<file path="src/rtl/lsu_pkg.sv">
// Load/store unit shared definitions: access size codes, FSM states,
// memory-map constants, captured request layout and the fault rule.
package lsu_pkg;

  localparam int RAM_BIT   = 10;   // addr bit selecting RAM (1) vs ROM (0)
  localparam int RAM_WORDS = 256;
  localparam int NUM_LANES = 4;    // byte lanes in a data word
  localparam int VEC_W     = 8;    // bits per lane

  localparam logic [1:0] SIZE_BYTE = 2'b00;
  localparam logic [1:0] SIZE_HALF = 2'b01;
  localparam logic [1:0] SIZE_WORD = 2'b10;
  localparam logic [1:0] SIZE_RSVD = 2'b11;

  typedef enum logic [2:0] {
    ST_IDLE  = 3'd0,
    ST_ISSUE = 3'd1,
    ST_WAIT  = 3'd2,
    ST_WRITE = 3'd3,
    ST_RESP  = 3'd4
  } lsu_state_t;

  typedef struct packed {
    logic        write;
    logic [1:0]  size;
    logic        uns;
    logic [31:0] addr;
    logic [31:0] wdata;
  } lsu_req_t;

  // An access is rejected for a reserved size, a misaligned half/word,
  // or any store aimed at the read-only region.
  function automatic logic req_fault(input logic write, input logic [1:0] size,
                                     input logic [31:0] addr);
    logic f;
    f = 1'b0;
    if (size == SIZE_RSVD)                          f = 1'b1;
    if (size == SIZE_HALF && addr[0])               f = 1'b1;
    if (size == SIZE_WORD && (addr[1:0] != 2'b00))  f = 1'b1;
    if (write && !addr[RAM_BIT])                    f = 1'b1;
    return f;
  endfunction

endpackage

</file>
<file path="src/rtl/lsu_lane_align.sv">
// Combinational lane handling: extracts/extends load data from a fetched
// word and merges store data into the addressed lane(s) of an old word.
module lsu_lane_align
  import lsu_pkg::*;
(
  input  logic [1:0]  size,
  input  logic        uns,
  input  logic [1:0]  lane,
  input  logic [31:0] rword,
  input  logic [31:0] wdata,
  output logic [31:0] ldata,
  output logic [31:0] mdata
);

  logic [NUM_LANES-1:0]            be;
  logic [31:0]                     wrep;
  logic [NUM_LANES-1:0][VEC_W-1:0] old_l, new_l, mrg_l;
  logic [31:0]                     shifted;

  // Byte enables and store data replicated so every lane sees its slice
  always_comb begin
    be   = 4'b1111;
    wrep = wdata;
    case (size)
      SIZE_BYTE: begin
        be   = 4'b0001 << lane;
        wrep = {4{wdata[7:0]}};
      end
      SIZE_HALF: begin
        be   = lane[1] ? 4'b1100 : 4'b0011;
        wrep = {2{wdata[15:0]}};
      end
      default: begin
        be   = 4'b1111;
        wrep = wdata;
      end
    endcase
  end

  assign old_l = rword;
  assign new_l = wrep;

  for (genvar g = 0; g < NUM_LANES; g++) begin : g_lane
    assign mrg_l[g] = be[g] ? new_l[g] : old_l[g];
  end

  assign mdata = mrg_l;

  // Load: shift the addressed lane(s) down, then zero/sign extend
  always_comb begin
    shifted = rword;
    ldata   = rword;
    case (size)
      SIZE_BYTE: begin
        shifted = rword >> {lane, 3'b000};
        ldata   = uns ? {24'h0, shifted[7:0]} : {{24{shifted[7]}}, shifted[7:0]};
      end
      SIZE_HALF: begin
        shifted = rword >> {lane[1], 4'b0000};
        ldata   = uns ? {16'h0, shifted[15:0]} : {{16{shifted[15]}}, shifted[15:0]};
      end
      default: begin
        shifted = rword;
        ldata   = rword;
      end
    endcase
  end

endmodule

</file>
<file path="src/rtl/load_store_unit.sv">
// Single-outstanding load/store unit. Loads go ISSUE->WAIT->RESP, word
// stores go straight to WRITE, byte/half stores read-modify-write, and
// rejected accesses skip memory entirely and respond on the next cycle.
module load_store_unit
  import lsu_pkg::*;
(
  input  logic        clk,
  input  logic        rst_n,
  input  logic        req_valid,
  output logic        req_ready,
  input  logic        req_write,
  input  logic [1:0]  req_size,
  input  logic        req_unsigned,
  input  logic [31:0] req_addr,
  input  logic [31:0] req_wdata,
  output logic        resp_valid,
  output logic [31:0] resp_rdata,
  output logic        resp_fault,
  output logic [31:0] mem_address,
  output logic        mem_read_write,
  output logic [31:0] mem_wdata,
  input  logic [31:0] mem_rdata
);

  lsu_state_t  state_q, state_d;
  lsu_req_t    req_q;
  logic        fault_q;
  logic [31:0] rdata_q;
  logic        accept;
  logic        in_fault;
  logic [31:0] ldata, mdata;

  assign accept   = req_valid && req_ready;
  assign in_fault = req_fault(req_write, req_size, req_addr);

  lsu_lane_align u_align (
    .size  (req_q.size),
    .uns   (req_q.uns),
    .lane  (req_q.addr[1:0]),
    .rword (rdata_q),
    .wdata (req_q.wdata),
    .ldata (ldata),
    .mdata (mdata)
  );

  // State register; reset aborts any in-flight access
  always_ff @(posedge clk or negedge rst_n) begin
    if (!rst_n) state_q <= ST_IDLE;
    else        state_q <= state_d;
  end

  // Request capture on acceptance, read data capture in WAIT
  always_ff @(posedge clk or negedge rst_n) begin
    if (!rst_n) begin
      req_q   <= '0;
      fault_q <= 1'b0;
      rdata_q <= '0;
    end else begin
      if (accept) begin
        req_q.write <= req_write;
        req_q.size  <= req_size;
        req_q.uns   <= req_unsigned;
        req_q.addr  <= req_addr;
        req_q.wdata <= req_wdata;
        fault_q     <= in_fault;
      end
      if (state_q == ST_WAIT) rdata_q <= mem_rdata;
    end
  end

  // Next-state: route by fault / direction / size
  always_comb begin
    state_d = state_q;
    case (state_q)
      ST_IDLE: begin
        if (accept) begin
          if (in_fault)                               state_d = ST_RESP;
          else if (req_write && req_size == SIZE_WORD) state_d = ST_WRITE;
          else                                        state_d = ST_ISSUE;
        end
      end
      ST_ISSUE: state_d = ST_WAIT;
      ST_WAIT:  state_d = req_q.write ? ST_WRITE : ST_RESP;
      ST_WRITE: state_d = ST_RESP;
      ST_RESP:  state_d = ST_IDLE;
      default:  state_d = ST_IDLE;
    endcase
  end

  // Outputs: everything idles at zero; ready is also held low during reset
  always_comb begin
    req_ready      = 1'b0;
    resp_valid     = 1'b0;
    resp_rdata     = '0;
    resp_fault     = 1'b0;
    mem_address    = '0;
    mem_read_write = 1'b0;
    mem_wdata      = '0;
    case (state_q)
      ST_IDLE: req_ready = rst_n;
      ST_ISSUE, ST_WAIT: mem_address = {req_q.addr[31:2], 2'b00};
      ST_WRITE: begin
        mem_address    = {req_q.addr[31:2], 2'b00};
        mem_read_write = 1'b1;
        mem_wdata      = mdata;
      end
      ST_RESP: begin
        resp_valid = 1'b1;
        resp_fault = fault_q;
        if (!fault_q && !req_q.write) resp_rdata = ldata;
      end
      default: ;
    endcase
  end

endmodule

</file>
<file path="config.mk">
export PLATFORM = sky130hd
export DESIGN_NAME = load_store_unit
export DESIGN_NICKNAME = d
export VERILOG_FILES = /design/src/rtl/lsu_pkg.sv /design/src/rtl/lsu_lane_align.sv /design/src/rtl/load_store_unit.sv
export SDC_FILE = /design/constraint.sdc
export NUM_CORES = 1
export LEC_CHECK = 0
export CORE_MARGIN = 4
export CORE_UTILIZATION = 30
export CTS_CLUSTER_DIAMETER = 150
export DETAILED_ROUTE_END_ITERATION = 16
export SLEW_MARGIN = 20
export SYNTH_ARGS = -nofsm -noshare
export SYNTH_HDL_FRONTEND = slang
export SYNTH_SLANG_ARGS = --single-unit
</file>
<file path="constraint.sdc">
create_clock -name clk -period 1.8 [get_ports clk]
set_input_delay 0.36 -clock clk [delete_from_list [all_inputs] [get_ports clk]]
set_output_delay 0.36 -clock clk [all_outputs]
set_load 0.01 [all_outputs]
</file>
; ---- Yosys cells after proc, flatten, opt, wreduce, memory -nomap -nowiden
; Index checks and enable logic that the tools add are counted.
[op_classes]
eq_ne = 9
n_shift = 3
n_mux = 27
reduce_logical = 13
[ops]
columns = op, count
row1 = $mux 32, 6
row2 = $pmux 32 s2, 2
row3 = $mux 8, 4
row4 = $shr 32x5->16, 1
row5 = $shr 32x5->8, 1
row6 = $pmux 3 s4, 1
row7 = $mux 3, 3
row8 = $mux 1, 8
row9 = $pmux 4 s2, 1
row10 = $eq 3x2->1 const B, 2
row11 = $logic_and 1x1->1, 6
row12 = $eq 2x1->1 const B, 2
row13 = $eq 2x2->1 const B, 2
row14 = $mux 4, 1
row15 = $shl 1x2->4 const A, 1
row16 = $eq 3x1->1 const B, 1
row17 = $eq 3x3->1 const B, 1
row18 = $logic_not 1->1, 3
row19 = $logic_not 3->1, 1
row20 = $reduce_or 3->1, 1
row21 = $logic_not 2->1, 1
row22 = $mux 2, 1
row23 = $ne 2x2->1 const B, 1
row24 = $reduce_bool 2->1, 1
[word_totals]
register_bits = 104
input_bits = 103
output_inout_bits = 100
wordCells = 60

; ---- Longest topological paths before layout
; Gate-level depths: netlist of the first run.
[logic_depth]
depth_word = 8
mapped_depth = 8
mapped_depth_nobuf = 4

; ---- Hierarchy
; A second synthesis of the first run with hierarchy kept.
[hier_totals]
cells_unflattened = 545
hier_area_um2 = 6488.7
[by_module_without_submodules]
columns = mod, instances, cells_each, area_each_um2, seq_area_each_um2
row1 = load_store_unit, 1, 348, 4931.0, 2602.5
row2 = lsu_lane_align, 1, 197, 1557.7, 0.0

; ---- Least setup slack after synthesis of the first run
; Ideal clock, no wire load.
[synth_timing]
kind = register to output
from = register state_q[0]
to = output port resp_rdata[21]
arrival_time_ps = 1641
t_required_ps = 1440
setup_slack_ps = -201
stages_incl_launch_ff = 7
n_path_buf = 2
cell_sequence = dfrtp_1 -> buf_2 -> nor3b_4 -> nand2_2 -> a311o_1 -> buf_6 -> a21oi_2
[synth_between]
elab_chain_len = 2
[synth_rtl]
columns = element, line_no
row1 = start: declaration, load_store_unit.sv:25  ; lsu_state_t state_q, state_d;
row2 = start signal: assignment, load_store_unit.sv:49  ; else state_q <= state_d;
row3 = $eq 3x3->1, load_store_unit.sv:99  ; case (state_q)
row4 = $mux 32, load_store_unit.sv:99
row5 = end: declaration, load_store_unit.sv:17  ; output logic [31:0] resp_rdata,
; Every way passes these cells.

; ---- Worst setup path after layout of the first run
[layout_timing]
from = register req_q[65] (netlist name)
to = output port mem_wdata[19]
[layout_between]
elab_chain_len = 4
word_cells_on_any_way = 6
cone_classes = eq/ne: 1 / mux: 4 / reduce/logical: 1
[layout_rtl]
columns = element, line_no
row1 = $eq 2x1->1 / $logic_not 2->1 (equally long branches), -
row2 = $pmux 32 s2 / $pmux 4 s2 (equally long branches), lsu_lane_align.sv:24  ; case (size)
row3 = $mux 8 *, lsu_lane_align.sv:44  ; assign mrg_l[g] = be[g] ? new_l[g] : old_l[g];
row4 = $mux 32 *, load_store_unit.sv:99
row5 = end: declaration, load_store_unit.sv:21  ; output logic [31:0] mem_wdata,
; Mark *: on every way between the ends. The rest lies on a longest branch, timed or not.

==> metrics, run 1 <==
outcome finished, violations left; failing checks setup timing; Final Cycle Share 1.327; final standard cell area without fillers 0.01052 sq mm; Clock Path Buffers 2; total leakage power 4.966 nW; post-route antenna net violation count 0; category of the most critical setup path register to primary output; actual transition at the worst max-transition pin 0.6612 ns; Chip Width 145.6 um; die height 145.6 um; total power after layout 0.01791 W; clock tree from TritonCTS built; number of pins with negative max-slew slack in the final report 0; layout overhead on the synthesized area 85.28%; path depth of the worst reg2reg path 10; max-cap viol count 0; cell type of the slowest stage on the worst timing path sky130_fd_sc_hd__dfrtp_2; register share of total power 0.255; setup violators final 202; switching fraction of total power 0.4102; n_diodes 0; total die area 0.02119 sq mm; Worst Setup End Kind primary output; cell with the most instances after synthesis sky130_fd_sc_hd__nand2_1; cell row count 50; proportion of register bits with asynchronous set or reset after synthesis 1.000; global-route congestion overflow total 0; fraction of layout instances using a drive strength above 1 0.4489; IO buf count 200; average cell area after synthesis 8.422 sq um; initial antenna violation count 3; count of state elements after synthesis 104; type of the worst min-delay path input port to async pin; share of the synthesized area in the top cell type 0.4585; cell types with the largest area share after synthesis sky130_fd_sc_hd__dfrtp_1, sky130_fd_sc_hd__nand2_1, sky130_fd_sc_hd__mux2_2; Worst Clk Skew 0.006162 ns; Distinct cells, synth 40; CP Depth 8; gp weighted congestion 0.8615; Met3 Wirelength 2066 um; count of buffering cells on the critical path with inverters included 5; clock edge transition at the registers on the reported setup and hold paths 0.08 ns; Max FO, Critical Path 8; endpoints failing hold 0; post-synthesis cell count 674; post-detailed-route via-to-cell ratio 5.004; Arr. time, crit path 2.03 ns; top cells by instance count after synthesis sky130_fd_sc_hd__nand2_1, sky130_fd_sc_hd__dfrtp_1, sky130_fd_sc_hd__nor2_1; drt pass-1 iters 5; core outline area 0.01864 sq mm; Overall Global Routing Usage 0.2219; vias after detailed routing 6,165; clock root cell sky130_fd_sc_hd__clkbuf_16; dpl cell area 0.008648 sq mm; number of enable-type register cells in the synthesized netlist 0; maximum cell stage delay along the critical path 0.47 ns; Internal Pwr Total 0.01056 W; highest layer used for signal routing met5; clock insertion delay at the later pin of the skew report 0.36 ns; detailed placer's ending HPWL 16,130 um; vias in the first global route 6,271; number of placed I/O pins 203; Top FF cell, synth sky130_fd_sc_hd__dfrtp_1; post-detailed-routing wire length 25,060 um; unrepaired setup endpoints after global routing yes; worst supply voltage drop on vdd 0.0007615 V; CP Data Required Time 1.44 ns; routed length per placed instance 20.34 um; Min Clock Period, post-route 2.389 ns; max frequency 418.6 MHz; sequential fraction of the synthesis area 0.4585; initial standard-cell utilization of the core 0.3045; Syn. warnings 0; Largest delay share family, worst path buffers and inverters; total DRC errors in the routed layout 0; TritonCTS sink count 104; wire length on met1 9882 um; final setup margin -0.5887 ns; wire length of the first global-routing pass 36,810 um; net switching component of the power 0.007347 W; largest net degree at the start of global routing 105; area of the mapped netlist 0.005677 sq mm; cell total after placement 1,145; H-tree depth reported by CTS 3; Startpoint Class register; DR iter-0 viols 406; library cell with the largest summed area after synthesis sky130_fd_sc_hd__dfrtp_1; # hold bufs at CTS 0; power density over cell area 1703 mW/mm^2; Logic pwr share 0.623; critical path cell sequence buf_12 -> nor2b_4 -> buf_6 -> o21bai_4 -> buf_12 -> buf_6 -> a211oi_2 -> buf_2; clock power share 0.122; met2 routed wirelength 12,580 um; remaining max-slew budget at the tightest pin 0.5578; post-layout net count 1,096; CTS buffer count 9; number of cells in the finished layout apart from fillers 1,232
## final cells by class
class | instances | area (sq um)
Multi-Input combinational cell | 502 | 3553
Timing Repair Buffer | 354 | 3655
Tap cell | 234 | 292.8
Clock inverter | 7 | 95.09
Fill cell | 1646 | 8125
Sequential cell | 104 | 2606
Clock buffer | 9 | 225.2
Inverter | 22 | 90.09
## logic make-up after synthesis
kind of cell | count (synthesis) | synth area share
buffers and inverters | 72 | 0.05687
AO/OA/AOI/OAI | 126 | 0.1519
other | 1 | 0.0006606
flip-flops | 104 | 0.4585
AND/OR/NAND/NOR | 320 | 0.2365
multiplexers | 51 | 0.09566
## metal layers
layer	vias to the layer above	GRT usage
li1	2897	-
met1	2960	0.2616
met2	259	0.3877
met3	43	0.07786
met4	6	0.05508
met5	-	0
## worst paths after layout
kind / from / endpoint / slack (ns)
setup / recovery: req_q[65] / mem_wdata[19] / -0.59
min in group clk: req_q[58] / req_q[58] / 0.47
max in group asynchronous: rst_n / req_q[28] / 1.26
hold / removal: rst_n / req_q[42] / 0.11
hold reg to reg: req_q[58] / req_q[58] / 0.47
setup reg to reg: state_q[1] / req_q[32] / -0.31
## per-stage QoR
stage          setup WS (ns)  TNS (ns)  hold slack (ns)  utilization
4_1_cts              -0.5945    -61.89           0.1284       0.5349
2_1_floorplan        -0.1459    -1.782          0.06441            -
3_5_place_dp         -0.6905    -49.78           0.4540       0.4639
3_3_place_gp         -0.7057    -47.67           0.4493       0.4639
5_1_grt              -0.6524    -80.60           0.1375       0.5642
6_report             -0.5887    -64.34           0.1119       0.5642
## registers in the layout, indices dropped and copies added, names as in the netlist
name and flops:
req_q 68, fault_q 1, rdata_q 32, state_q 3
## power by group through the flow
| stage | clock, W | combinational [W] | sequential (W) |
|---|---|---|---|
| 6_report | 0.00218 | 0.0112 | 0.00457 |
| 5_1_grt | 0.00233 | 0.0119 | 0.00468 |
| 4_1_cts | 0.00223 | 0.00981 | 0.00451 |
| 3_5_place_dp | 0 | 0.00748 | 0.00449 |
| 3_3_place_gp | 0 | 0.00739 | 0.00448 |
| 2_1_floorplan | 0 | 0.00424 | 0.00411 |
## placed cells by master (no fill, tap or decap), types with 5 or more instances in the layout
master	count
sky130_fd_sc_hd__buf_4	67
sky130_fd_sc_hd__a222oi_1	7
sky130_fd_sc_hd__dfrtp_1	101
sky130_fd_sc_hd__o21ai_2	5
sky130_fd_sc_hd__o21ai_0	21
sky130_fd_sc_hd__a211oi_2	7
sky130_fd_sc_hd__clkbuf_16	17
sky130_fd_sc_hd__mux2_2	24
sky130_fd_sc_hd__buf_6	66
sky130_fd_sc_hd__o21ai_1	5
sky130_fd_sc_hd__nor2_4	7
sky130_fd_sc_hd__a22o_1	7
sky130_fd_sc_hd__nor2_1	35
sky130_fd_sc_hd__a22oi_2	7
sky130_fd_sc_hd__a21oi_4	11
sky130_fd_sc_hd__buf_16	10
sky130_fd_sc_hd__nand2_2	38
sky130_fd_sc_hd__mux2i_1	23
sky130_fd_sc_hd__a21oi_2	19
sky130_fd_sc_hd__nand2_1	181
sky130_fd_sc_hd__a21oi_1	6
sky130_fd_sc_hd__buf_2	72
sky130_fd_sc_hd__and2_4	12
sky130_fd_sc_hd__clkdlybuf4s50_1	101
sky130_fd_sc_hd__o22ai_2	5
sky130_fd_sc_hd__inv_1	21
sky130_fd_sc_hd__and2_1	21
sky130_fd_sc_hd__nand2_4	7
sky130_fd_sc_hd__buf_8	6
sky130_fd_sc_hd__o22ai_1	5
sky130_fd_sc_hd__buf_12	23
## timing repair
action,in CTS,in global routing
setup endpoints to repair,167,194
pin swaps,78,47
gates resized for setup,597,83
cloned,16,9
setup buffers,34,23
(Power assumes the default switching activity.)
==> inputs of run 2 (changes only) <==
DONT_BUFFER_PORTS = 1   (was unset)
GPL_ROUTABILITY_DRIVEN = 0   (was unset)
==> run 2 against run 1 <==
The run ends with hold timing, setup timing left; total power down 9.1%; wire length down 6.6%; sequential share of layout area up 4.2 points; first-iteration DRC count down 15%; clock-buffer cell count up 3.
==> metrics, run 2 (synthesis gave the netlist of run 1 again) <==
CP Data Required Time 1.44 ns; IO buf count 0; worst reg2reg endpoint req_q[55]; Worst Setup End Kind primary output; post-route antenna net violation count 0; category of the most critical setup path register to primary output; actual transition at the worst max-transition pin 0.5087 ns; Min Clock Period, post-route 2.317 ns; unrepaired setup endpoints after global routing yes; post-detailed-routing wire length 23,420 um; max-cap viol count 0; most common library cell in the layout ignoring fill and taps sky130_fd_sc_hd__nand2_1; number of placed I/O pins 203; Clock Path Buffers 2; detailed placer's ending HPWL 15,380 um; cell total after placement 985; endpoints failing hold 104; Startpoint Class register; remaining max-slew budget at the tightest pin 0.6573; setup violators final 162; library cell appearing most often on the critical path sky130_fd_sc_hd__buf_12; largest registers req_q x68, rdata_q x32, state_q x3; clock edge transition at the registers on the reported setup and hold paths 0.07 ns; number of pins with negative max-slew slack in the final report 0; flip-flop count of the largest register, all copies and words added 68; layout overhead on the synthesized area 58.85%; path depth of the worst reg2reg path 10; global-route congestion overflow total 0; cell row count 50; Arr. time, crit path 1.96 ns; clock root cell sky130_fd_sc_hd__clkbuf_16; maximum cell stage delay along the critical path 0.46 ns; failing checks hold timing, setup timing; outcome finished, violations left; startpoint of the worst-slack reg-to-reg timing path state_q[0]; routed length per placed instance 22.03 um; n_diodes 0; power density over cell area 1806 mW/mm^2; Worst Clk Skew 0.008779 ns; Overall Global Routing Usage 0.2048; type of the worst min-delay path input port to async pin; commonest cells after routing, fill and taps aside sky130_fd_sc_hd__nand2_1, sky130_fd_sc_hd__buf_4, sky130_fd_sc_hd__dfrtp_1, sky130_fd_sc_hd__nand2_2, sky130_fd_sc_hd__buf_6; fraction of layout instances using a drive strength above 1 0.5175; post-layout net count 927; max frequency 431.6 MHz; total leakage power 4.273 nW; total DRC errors in the routed layout 0; vias in the first global route 5,608; register containing the most flip-flops in the final layout req_q; core outline area 0.01864 sq mm; vias after detailed routing 5,661; total die area 0.02119 sq mm; die height 145.6 um; critical path cell sequence mux2_4 -> nand3_2 -> a311o_1 -> buf_12 -> buf_12 -> a21oi_4; final setup margin -0.5167 ns; clock tree from TritonCTS built; CTS buffer count 9; wire length of the first global-routing pass 33,350 um; DR iter-0 viols 347; largest net degree at the start of global routing 106; initial standard-cell utilization of the core 0.3045; clock insertion delay at the later pin of the skew report 0.35 ns; initial antenna violation count 4; R2R Setup Slk -0.25 ns; H-tree depth reported by CTS 3; Max FO, Critical Path 10; Final Cycle Share 1.287; post-detailed-route via-to-cell ratio 5.325; cell type of the slowest stage on the worst timing path sky130_fd_sc_hd__dfrtp_2; drt pass-1 iters 6; worst hold slack after final layout -0.3024 ns; worst supply voltage drop on vdd 0.0008224 V; number of cells in the finished layout apart from fillers 1,063; TritonCTS sink count 104; total power after layout 0.01629 W; Chip Width 145.6 um
==> run 2: metrics by stage <==
stage	cell area, sq um	worst slack (ns)	hold slack, ns	util	TNS [ns]
3_3_place_gp	6924	-0.2575	0.06736	0.3714	-5.344
4_1_cts	8205	-0.5394	-0.3151	0.4401	-44.43
3_5_place_dp	6924	-0.2902	0.06731	0.3714	-6.488
6_report	9017	-0.5167	-0.3024	0.4837	-45.57
2_1_floorplan	5799	-0.1459	0.06441	-	-1.782
5_1_grt	9017	-0.6021	-0.3279	0.4837	-57.50
==> run 2: final cells by class <==
cell class | count | area (sq um)
clock buffer | 12 | 236.5
timing repair buffer | 186 | 1996
clock inverter | 4 | 22.52
tap | 234 | 292.8
multi-input combinational | 501 | 3766
fill | 1673 | 9625
inverter | 22 | 95.09
sequential | 104 | 2609
==> run 2: worst max path at each step <==
stage | start | endpoint | slack [ns] | depth (start not counted)
after floorplan | state_q[1] | resp_rdata[21] | -0.15 | 6
after global placement | req_q[32] | mem_wdata[12] | -0.26 | 6
after detailed placement | req_q[32] | mem_wdata[14] | -0.29 | 6
after CTS | req_q[32] | resp_rdata[18] | -0.54 | 6
after global routing | req_q[65] | mem_wdata[14] | -0.60 | 6
final | req_q[32] | resp_rdata[28] | -0.52 | 6
==> run 2: worst max-delay path: cells and delay by family, from the launching register on <==
family,cells,cell delay (ns)
compound gates,2,0.53
buf+inv,2,0.30
flops,1,0.46
mux,1,0.22
simple gates,1,0.08
==> run 2: timing repair <==
action | 4_1_cts | 5_1_grt
setup buffers | 27 | 28
endpoints found under the hold margin | 104 | 104
gates cloned | 12 | 8
setup endpoints to repair | 99 | 181
resized for setup | 139 | 190
pin swaps | 72 | 91
==> run 2: power by group <==
group	internal (W)	switching [W]
logic	0.00490	0.00492
clock network	0.000934	0.000863
registers	0.00348	0.00118
total	0.00932	0.00697
==> run 2: routing by layer <==
metal	vias to the layer above	global-route usage	share of wire
met5	-	0	0.0029
met4	8	0.07930	0.035
met3	58	0.09187	0.11
met2	308	0.3393	0.49
met1	2736	0.2324	0.37
li1	2551	-	-
